### src/rtl/fetch_unit_pkg.sv
// Shared types and constants for the fetch stage (package poseidon_pkg).
// FETCH_MISALIGN_EN adds a per-entry misalign flag to fetch_entry_t.
package poseidon_pkg;

    localparam int XLEN_DEFAULT = 32;
    localparam logic [31:0] NOP_INSTR = 32'h0000_0013;

    typedef struct packed {
        logic [XLEN_DEFAULT-1:0] pc;
        logic [XLEN_DEFAULT-1:0] instr;
`ifdef FETCH_MISALIGN_EN
        logic                    misalign;
`endif
    } fetch_entry_t;

endpackage

### src/rtl/fetch_unit_if.sv
// Instruction-memory and decode handshakes of the fetch stage.
// FETCH_MISALIGN_EN adds dec_misalign to the decode side.
interface fetch_unit_if
    import poseidon_pkg::*;
#(
    parameter int XLEN = XLEN_DEFAULT
);
    logic            imem_req_valid;
    logic [XLEN-1:0] imem_req_addr;
    logic            imem_req_ready;
    logic            imem_rsp_valid;
    logic [XLEN-1:0] imem_rsp_data;
    logic            dec_valid;
    logic            dec_ready;
    logic [XLEN-1:0] dec_pc;
    logic [XLEN-1:0] dec_instr;
`ifdef FETCH_MISALIGN_EN
    logic            dec_misalign;
`endif

    modport master (
        output imem_req_valid, imem_req_addr,
        input  imem_req_ready, imem_rsp_valid, imem_rsp_data,
        output dec_valid, dec_pc, dec_instr,
`ifdef FETCH_MISALIGN_EN
        output dec_misalign,
`endif
        input  dec_ready
    );

    modport slave (
        input  imem_req_valid, imem_req_addr,
        output imem_req_ready, imem_rsp_valid, imem_rsp_data,
        input  dec_valid, dec_pc, dec_instr,
`ifdef FETCH_MISALIGN_EN
        input  dec_misalign,
`endif
        output dec_ready
    );

endinterface

### src/rtl/fetch_unit_fifo.sv
// Synchronous FIFO with clear; the head is read straight from registered storage
// and reads as zero while empty.
module fetch_fifo #(
    parameter int WIDTH = 32,
    parameter int DEPTH = 4
) (
    input  logic                     clk,
    input  logic                     rst_n,
    input  logic                     clear,
    input  logic                     push,
    input  logic [WIDTH-1:0]         push_data,
    input  logic                     pop,
    output logic [WIDTH-1:0]         head_data,
    output logic [$clog2(DEPTH):0]   count,
    output logic                     full,
    output logic                     empty
);
    localparam int AW = $clog2(DEPTH);
    localparam logic [AW:0] CAP = (AW+1)'(DEPTH);

    logic [WIDTH-1:0] mem_q [DEPTH];
    logic [WIDTH-1:0] mem_d [DEPTH];
    logic [AW-1:0]    wr_ptr_q, wr_ptr_d;
    logic [AW-1:0]    rd_ptr_q, rd_ptr_d;
    logic [AW:0]      count_q, count_d;
    logic             push_en, pop_en;

    assign empty     = (count_q == '0);
    assign full      = (count_q == CAP);
    assign count     = count_q;
    assign head_data = empty ? '0 : mem_q[rd_ptr_q];

    // A push into a full FIFO is only accepted when the head leaves in the same cycle.
    assign pop_en  = pop & ~empty;
    assign push_en = push & (~full | pop_en);

    always_comb begin
        mem_d    = mem_q;
        wr_ptr_d = wr_ptr_q;
        rd_ptr_d = rd_ptr_q;
        count_d  = count_q;
        if (clear) begin
            wr_ptr_d = '0;
            rd_ptr_d = '0;
            count_d  = '0;
        end else begin
            if (push_en) begin
                mem_d[wr_ptr_q] = push_data;
                wr_ptr_d        = wr_ptr_q + AW'(1);
            end
            if (pop_en) begin
                rd_ptr_d = rd_ptr_q + AW'(1);
            end
            count_d = count_q + (AW+1)'(push_en) - (AW+1)'(pop_en);
        end
    end

    always_ff @(posedge clk) begin
        mem_q <= mem_d;
    end

    always_ff @(posedge clk or negedge rst_n) begin
        if (!rst_n) begin
            wr_ptr_q <= '0;
            rd_ptr_q <= '0;
            count_q  <= '0;
        end else begin
            wr_ptr_q <= wr_ptr_d;
            rd_ptr_q <= rd_ptr_d;
            count_q  <= count_d;
        end
    end

endmodule

### src/rtl/fetch_unit.sv
// Fetch stage: credit-limited in-order imem requests, response queue to decode, redirect flush.
// FETCH_MISALIGN_EN: misaligned PCs bypass memory and enter the queue flagged dec_misalign.
module fetch_unit
    import poseidon_pkg::*;
#(
    parameter int DEPTH = 4,
    parameter int XLEN  = XLEN_DEFAULT
) (
    input  logic            clk,
    input  logic            rst_n,
    input  logic [XLEN-1:0] pc,
    input  logic            redirect_valid,
    output logic            stall,
    fetch_unit_if.master    bus
);
    localparam int CW = $clog2(DEPTH) + 1;
    localparam logic [CW:0] CAP = (CW+1)'(DEPTH);
`ifdef FETCH_MISALIGN_EN
    localparam int QW = 2*XLEN + 1;
`else
    localparam int QW = 2*XLEN;
`endif

    logic            run_q, run_d;
    logic [CW-1:0]   drop_cnt_q, drop_cnt_d;
    logic [CW-1:0]   q_count, if_count;
    logic            q_full, q_empty, if_full, if_empty;
    logic [XLEN-1:0] if_head_pc;
    logic [QW-1:0]   q_push_data, q_head;
    logic [CW:0]     occ;
    logic            misaligned, can_issue, req_valid, req_fire, mis_fire;
    logic            rsp_take, q_push, q_pop;

`ifdef FETCH_MISALIGN_EN
    assign misaligned = (pc[1:0] != 2'b00);
`else
    assign misaligned = 1'b0;
`endif

    // Queued plus in-flight fetches never exceed DEPTH, so responses always find room.
    assign occ       = {1'b0, q_count} + {1'b0, if_count};
    assign can_issue = run_q && !redirect_valid && (drop_cnt_q == '0) && (occ < CAP);
    assign req_valid = can_issue && !misaligned;
    assign req_fire  = req_valid && bus.imem_req_ready;
    // A misaligned entry waits for older fetches to drain so queue order stays intact.
    assign mis_fire  = can_issue && misaligned && if_empty;
    assign stall     = !(req_fire || mis_fire);

    assign bus.imem_req_valid = req_valid;
    assign bus.imem_req_addr  = pc;

    assign rsp_take = bus.imem_rsp_valid && (drop_cnt_q == '0);
    assign q_push   = rsp_take || mis_fire;
    assign q_pop    = bus.dec_valid && bus.dec_ready;

`ifdef FETCH_MISALIGN_EN
    assign q_push_data = mis_fire ? {pc, {XLEN{1'b0}}, 1'b1}
                                  : {if_head_pc, bus.imem_rsp_data, 1'b0};
    assign {bus.dec_pc, bus.dec_instr, bus.dec_misalign} = q_head;
`else
    assign q_push_data = {if_head_pc, bus.imem_rsp_data};
    assign {bus.dec_pc, bus.dec_instr} = q_head;
`endif
    assign bus.dec_valid = !q_empty;

    fetch_fifo #(.WIDTH(XLEN), .DEPTH(DEPTH)) u_inflight (
        .clk       (clk),
        .rst_n     (rst_n),
        .clear     (redirect_valid),
        .push      (req_fire),
        .push_data (pc),
        .pop       (rsp_take),
        .head_data (if_head_pc),
        .count     (if_count),
        .full      (if_full),
        .empty     (if_empty)
    );

    fetch_fifo #(.WIDTH(QW), .DEPTH(DEPTH)) u_queue (
        .clk       (clk),
        .rst_n     (rst_n),
        .clear     (redirect_valid),
        .push      (q_push),
        .push_data (q_push_data),
        .pop       (q_pop),
        .head_data (q_head),
        .count     (q_count),
        .full      (q_full),
        .empty     (q_empty)
    );

    // Every fetch still in flight at a redirect becomes a response to discard.
    always_comb begin
        run_d      = 1'b1;
        drop_cnt_d = drop_cnt_q;
        if (redirect_valid) begin
            drop_cnt_d = drop_cnt_q + if_count - CW'(bus.imem_rsp_valid);
        end else if (bus.imem_rsp_valid && (drop_cnt_q != '0)) begin
            drop_cnt_d = drop_cnt_q - CW'(1);
        end
    end

    always_ff @(posedge clk or negedge rst_n) begin
        if (!rst_n) begin
            run_q      <= 1'b0;
            drop_cnt_q <= '0;
        end else begin
            run_q      <= run_d;
            drop_cnt_q <= drop_cnt_d;
        end
    end

    a_rsp_expected: assert property (@(posedge clk) disable iff (!rst_n)
        !(bus.imem_rsp_valid && if_empty && (drop_cnt_q == '0)));
    a_queue_room: assert property (@(posedge clk) disable iff (!rst_n)
        !(q_push && q_full && !q_pop));
    a_inflight_room: assert property (@(posedge clk) disable iff (!rst_n)
        !(req_fire && if_full));

endmodule

### src/flat_wrapper.sv
// flat-port wrapper written by rule: the top's interface ports become plain ports
module fetch_unit_flat import poseidon_pkg::*;
#(
    parameter int DEPTH = 4,
    parameter int XLEN  = XLEN_DEFAULT
)
  (clk, rst_n, pc, redirect_valid, stall, bus_imem_req_valid, bus_imem_req_addr, bus_imem_req_ready, bus_imem_rsp_valid, bus_imem_rsp_data, bus_dec_valid, bus_dec_pc, bus_dec_instr, bus_dec_ready);
  fetch_unit_if #(.XLEN(XLEN)) bus_i ();
  input  logic clk;
  input  logic rst_n;
  input  logic [XLEN-1:0] pc;
  input  logic redirect_valid;
  output logic stall;
  output wire logic [$bits(bus_i.imem_req_valid)-1:0] bus_imem_req_valid;
  output wire logic [$bits(bus_i.imem_req_addr)-1:0] bus_imem_req_addr;
  input wire logic [$bits(bus_i.imem_req_ready)-1:0] bus_imem_req_ready;
  input wire logic [$bits(bus_i.imem_rsp_valid)-1:0] bus_imem_rsp_valid;
  input wire logic [$bits(bus_i.imem_rsp_data)-1:0] bus_imem_rsp_data;
  output wire logic [$bits(bus_i.dec_valid)-1:0] bus_dec_valid;
  output wire logic [$bits(bus_i.dec_pc)-1:0] bus_dec_pc;
  output wire logic [$bits(bus_i.dec_instr)-1:0] bus_dec_instr;
  input wire logic [$bits(bus_i.dec_ready)-1:0] bus_dec_ready;
  assign bus_imem_req_valid = bus_i.imem_req_valid;
  assign bus_imem_req_addr = bus_i.imem_req_addr;
  assign bus_i.imem_req_ready = bus_imem_req_ready;
  assign bus_i.imem_rsp_valid = bus_imem_rsp_valid;
  assign bus_i.imem_rsp_data = bus_imem_rsp_data;
  assign bus_dec_valid = bus_i.dec_valid;
  assign bus_dec_pc = bus_i.dec_pc;
  assign bus_dec_instr = bus_i.dec_instr;
  assign bus_i.dec_ready = bus_dec_ready;
  fetch_unit #(.DEPTH(DEPTH), .XLEN(XLEN)) u_core (.clk(clk), .rst_n(rst_n), .pc(pc), .redirect_valid(redirect_valid), .stall(stall), .bus(bus_i));
endmodule
### config.mk
export PLATFORM = sky130hd
export DESIGN_NAME = fetch_unit_flat
export DESIGN_NICKNAME = d
export VERILOG_FILES = /design/src/rtl/fetch_unit_pkg.sv /design/src/rtl/fetch_unit_if.sv /design/src/rtl/fetch_unit_fifo.sv /design/src/rtl/fetch_unit.sv /design/src/flat_wrapper.sv
export SDC_FILE = /design/constraint.sdc
export NUM_CORES = 1
export LEC_CHECK = 0
export ABC_CLOCK_PERIOD_IN_PS = 3700
export CAP_MARGIN = 20
export CORE_MARGIN = 2
export CORE_UTILIZATION = 56
export DETAILED_ROUTE_END_ITERATION = 6
export PLACE_DENSITY = 0.79
export SLEW_MARGIN = 5
export SYNTH_ARGS = -nofsm -noshare
export SYNTH_HDL_FRONTEND = slang
export SYNTH_SLANG_ARGS = --single-unit
### constraint.sdc
create_clock -name clk -period 3.7 [get_ports clk]
set_input_delay 1.11 -clock clk [delete_from_list [all_inputs] [get_ports clk]]
set_output_delay 1.11 -clock clk [all_outputs]
set_load 0.01 [all_outputs]
==> results.py <==
metrics = {
    "sta": {
        "setup_total_negative_slack_ns": 0,
        "fin_ws_ns": 0.09692,
        "final_max_slew_viol_count": 0,
        "worst_slew_margin_rel_pct": 42.15,
        "max_freq_mhz": 277.5,
        "period_share_pct": 97.38,
        "hold_violations": 0,
        "unrepaired_setup_endpoints_after_global_routing": "no",
        "setup_violations": 0,
        "min_tclk_post_route_ns": 3.603,
        "fin_worst_hold_slack_ns": 0.4880,
        "actual_transition_at_the_worst_max_transition_pin_ns": 0.8651,
        "final.setup_skew_ns": 0.02443,
    },
    "layout": {
        "multi_input_comb_area_sq_um": 3515,
        "antennaDiodeCount": 0,
        "final_net_count": 1033,
        "area_delta_synth_final_pct": 22.13,
        "final-seq-area_sq_um": 11990,
        "count_of_fill_cells_added_during_filler_insertion": 1676,
        "utilization_pct": 69.80,
        "drive_gt1_share_pct": 19.88,
    },
    "clocking": {
        "cts_hold_buffers": 0,
        "cell_at_the_root_of_the_clock_tree": "sky130_fd_sc_hd__clkbuf_16",
        "clock-sinks": 402,
        "clock_path_buffers": 3,
        "clk_latency_ns": 0.53,
        "clk_pin_slew_worst_paths_ns": 0.06,
        "cts_inserted_buffers": 41,
        "cts.htree.levels": 2,
        "cts_tree": "yes",
    },
    "logic_synthesis": {
        "post_synth.cell_area_avg_sq_um": 20.84,
        "syn_nets": 856,
        "synthFlopType": "sky130_fd_sc_hd__edfxtp_1",
        "synth-edff-count": 384,
        "netlist-cell-type-count": 32,
        "syn_inst": 764,
        "syn-cell-area_sq_um": 15920,
        "async_reset_ff_share_pct": 4.478,
        "count_of_state_elements_after_synthesis": 402,
        "synth-warning-count": 0,
        "seq_area_frac_synth_pct": 75.26,
    },
    "detailed_routing": {
        "vias": 7490,
        "avgViaCountPerCell": 5.552,
        "drt.antenna.violating_nets": 0,
        "drt_pre_antenna_iters": 5,
        "total_length_of_routed_wires_um": 29590,
        "post_drt_wl_per_cell_um": 21.94,
        "detail_route.drc_violations": 0,
        "detailed_route_iter0_violations": 704,
    },
    "worst_setup_path": {
        "cp_data_required_time_ns": 2.59,
        "critical_path.max_stage_delay_ns": 0.53,
        "timing.critical_path.slowest_stage_cell": "sky130_fd_sc_hd__dfrtp_4",
        "timing.critical_path.to_type": "output pin",
        "worstReg2RegStart": "u_core.u_inflight.count[2]",
        "critical_path_fanouts_max": 14,
        "timing.critical_path.cells": "buf_12 -> mux4_2 -> and2_1 -> clkdlybuf4s50_1",
        "timing.reg2reg.worst_path_depth": 13,
        "start_kind": "flip-flop",
        "worstReg2RegEnd": "u_core.u_inflight.count[2]",
        "r2r_slack_ns": 0.50,
        "cp_data_arrival_time_ns": 2.49,
        "worst-setup-path-type": "flip-flop to output pin",
    },
    "global_routing": {
        "grt.overflow.total": 0,
        "global_route_wire_length_before_repair_um": 46380,
        "grt_pass1_vias": 7890,
        "grtUsageTotal_pct": 20.28,
        "grt_start_max_net_pins": 38,
        "grt_antenna_before_repair": 0,
    },
    "pwr": {
        "vdd_drop_max_mv": 0.4618,
        "areal_power_density_over_the_cells_nw_per_um2": 602.0,
        "power.leakage_nw": 6.275,
    },
    "floorplanning": {
        "x_dimension_of_the_die_um": 172.6,
        "core_box_area_sq_um": 27860,
        "rows": 61,
        "floorplan.die.height_um": 172.6,
        "die_area_sq_um": 29790,
        "initial_utilization_pct": 57.15,
        "pin_count": 169,
    },
    "hold_path": {
        "hold_path_end": "u_core.drop_cnt_q[2]",
        "hold_depth": 1,
        "min_from": "u_core.drop_cnt_q[2]",
        "worst_hold_path_type": "flip-flop to flip-flop",
    },
    "place": {
        "gp_congestion": 0.7197,
        "place_hpwl_um": 18150,
        "dp_slack_ns": -0.3430,
        "place.port_buffers": 168,
    },
    "flow_run": {
        "max_capacitance_violation_count": 0,
    },
    "status": {
        "outcome": "finished clean",
    },
}
sequential cells by signal (all words and copies together), names as in the netlist:
signal                      cells
u_core.u_queue.mem_q          256
u_core.u_inflight.count         3
u_core.u_inflight.rd_ptr_q      2
u_core.u_queue.rd_ptr_q         2
u_core.u_inflight.wr_ptr_q      2
u_core.u_inflight.mem_q       128
u_core.drop_cnt_q               3
u_core.run_q                    1
u_core.u_queue.count            3
u_core.u_queue.wr_ptr_q         2
Yosys cell counts (2+ instances only):
cell                       count  area (sq um)
sky130_fd_sc_hd__fa_1          3         60.06
sky130_fd_sc_hd__xnor2_1      10         87.58
sky130_fd_sc_hd__buf_1         2         7.510
sky130_fd_sc_hd__buf_4        33         247.7
sky130_fd_sc_hd__ha_1         19         237.7
sky130_fd_sc_hd__xor2_1        3         26.28
sky130_fd_sc_hd__edfxtp_1    384         11530
sky130_fd_sc_hd__mux4_2       96          2162
sky130_fd_sc_hd__and2_1       73         456.7
sky130_fd_sc_hd__nand2_1       6         22.52
sky130_fd_sc_hd__nor2b_1      34         212.7
sky130_fd_sc_hd__dfrtp_1      18         450.4
sky130_fd_sc_hd__inv_1        15         56.30
sky130_fd_sc_hd__mux2i_1       3         30.03
sky130_fd_sc_hd__buf_2        10         50.05
sky130_fd_sc_hd__clkbuf_1     22         82.58
sky130_fd_sc_hd__and3_1        2         12.51
sky130_fd_sc_hd__nor2_1       14         52.55
sky130_fd_sc_hd__nand2b_1      2         12.51
sky130_fd_sc_hd__nand3_1       3         15.01
cells by family after synthesis:
| group | synth area share, % |
|---|---|
| other | 0.02355 |
| multiplexers | 13.86 |
| adder cells (fa/ha/maj) | 1.871 |
| XOR/XNOR | 0.7152 |
| AO/OA/AOI/OAI | 0.1100 |
| AND/OR/NAND/NOR | 5.368 |
| flip-flops | 75.26 |
| buffers and inverters | 2.790 |
layout make-up:
class / instances / share of cell area (%)
timing repair buffer: 201 / 11.11
inverter: 15 / 0.2896
clock buffer: 57 / 5.798
multi-input combinational: 280 / 18.08
sequential: 402 / 61.67
tap: 378 / 2.432
clock inverter: 16 / 0.6306
report_power, final:
part,switching [W],leakage (nW),internal (W)
clock network,0.00159,0.606,0.00220
registers,0.0000785,3.69,0.00510
logic,0.00119,1.98,0.00154
total,0.00287,6.27,0.00884
layout by cell type (no fill, tap or decap), drive strengths merged:
master,netlist,layout
o21ai,1,1
nor2,14,14
mux2,1,1
xor2,3,3
a21oi,1,1
conb,1,1
dlymetal6s2s,0,1
nand3,3,3
nor4,1,1
or3,1,1
edfxtp,384,384
buf,45,34
clkbuf,22,58
xnor2,10,10
mux2i,3,3
clkinv,0,14
mux4,96,96
and3,2,2
ha,19,19
and2,73,73
nor2b,34,34
clkdlybuf4s50,0,165
nand2b,2,2
nor3,1,1
nand2,6,6
fa,3,3
dfrtp,18,18
or4b,1,1
inv,15,16
o21a,1,1
bufinv,0,1
nor3b,1,1
nand3b,1,1
nor4b,1,1
per-stage QoR:
stage / total power, W / cells / area [sq um]
after floorplan: 0.006696 / 764 / 15920
after global placement: 0.007992 / 1274 / 18180
after detailed placement: 0.008025 / 1274 / 18180
after CTS: 0.01185 / 1349 / 19450
after global routing: 0.01219 / 1349 / 19440
final: 0.01171 / 1349 / 19440
worst max-delay path, delay by kind of cell, from the launching register on:
kind / cells / cell delay, ns
buffers and inverters: 2 / 0.69
AND/OR/NAND/NOR: 1 / 0.22
flip-flops: 1 / 0.53
multiplexers: 1 / 0.52
worst max-delay path by stage:
| stage | start | to | depth (start not counted) |
|---|---|---|---|
| 4_1_cts | redirect_valid | stall | 5 |
| 5_1_grt | u_core.u_queue.rd_ptr_q[0] | bus_dec_pc[29] | 4 |
| 3_3_place_gp | redirect_valid | bus_imem_req_valid | 4 |
| 2_1_floorplan | redirect_valid | u_core.u_inflight.count[2] | 13 |
| 3_5_place_dp | redirect_valid | bus_imem_req_valid | 4 |
| 6_report | u_core.u_queue.rd_ptr_q[0] | bus_dec_pc[29] | 4 |
layer usage:
layer | GRT usage [%] | share of wire [%]
met1 | 27.86 | 42
met2 | 34.04 | 51
met3 | 3.298 | 5.0
met4 | 6.090 | 2.3
met5 | 0 | 0
repair_timing:
| action | in CTS | in global routing |
|---|---|---|
| pin swaps | 1 | 3 |
| resized for setup | 4 | 5 |
| endpoints found under the setup margin | 63 | 2 |
| buffers inserted | 2 | 0 |
No activity file was read; power rests on OpenSTA's default activity.
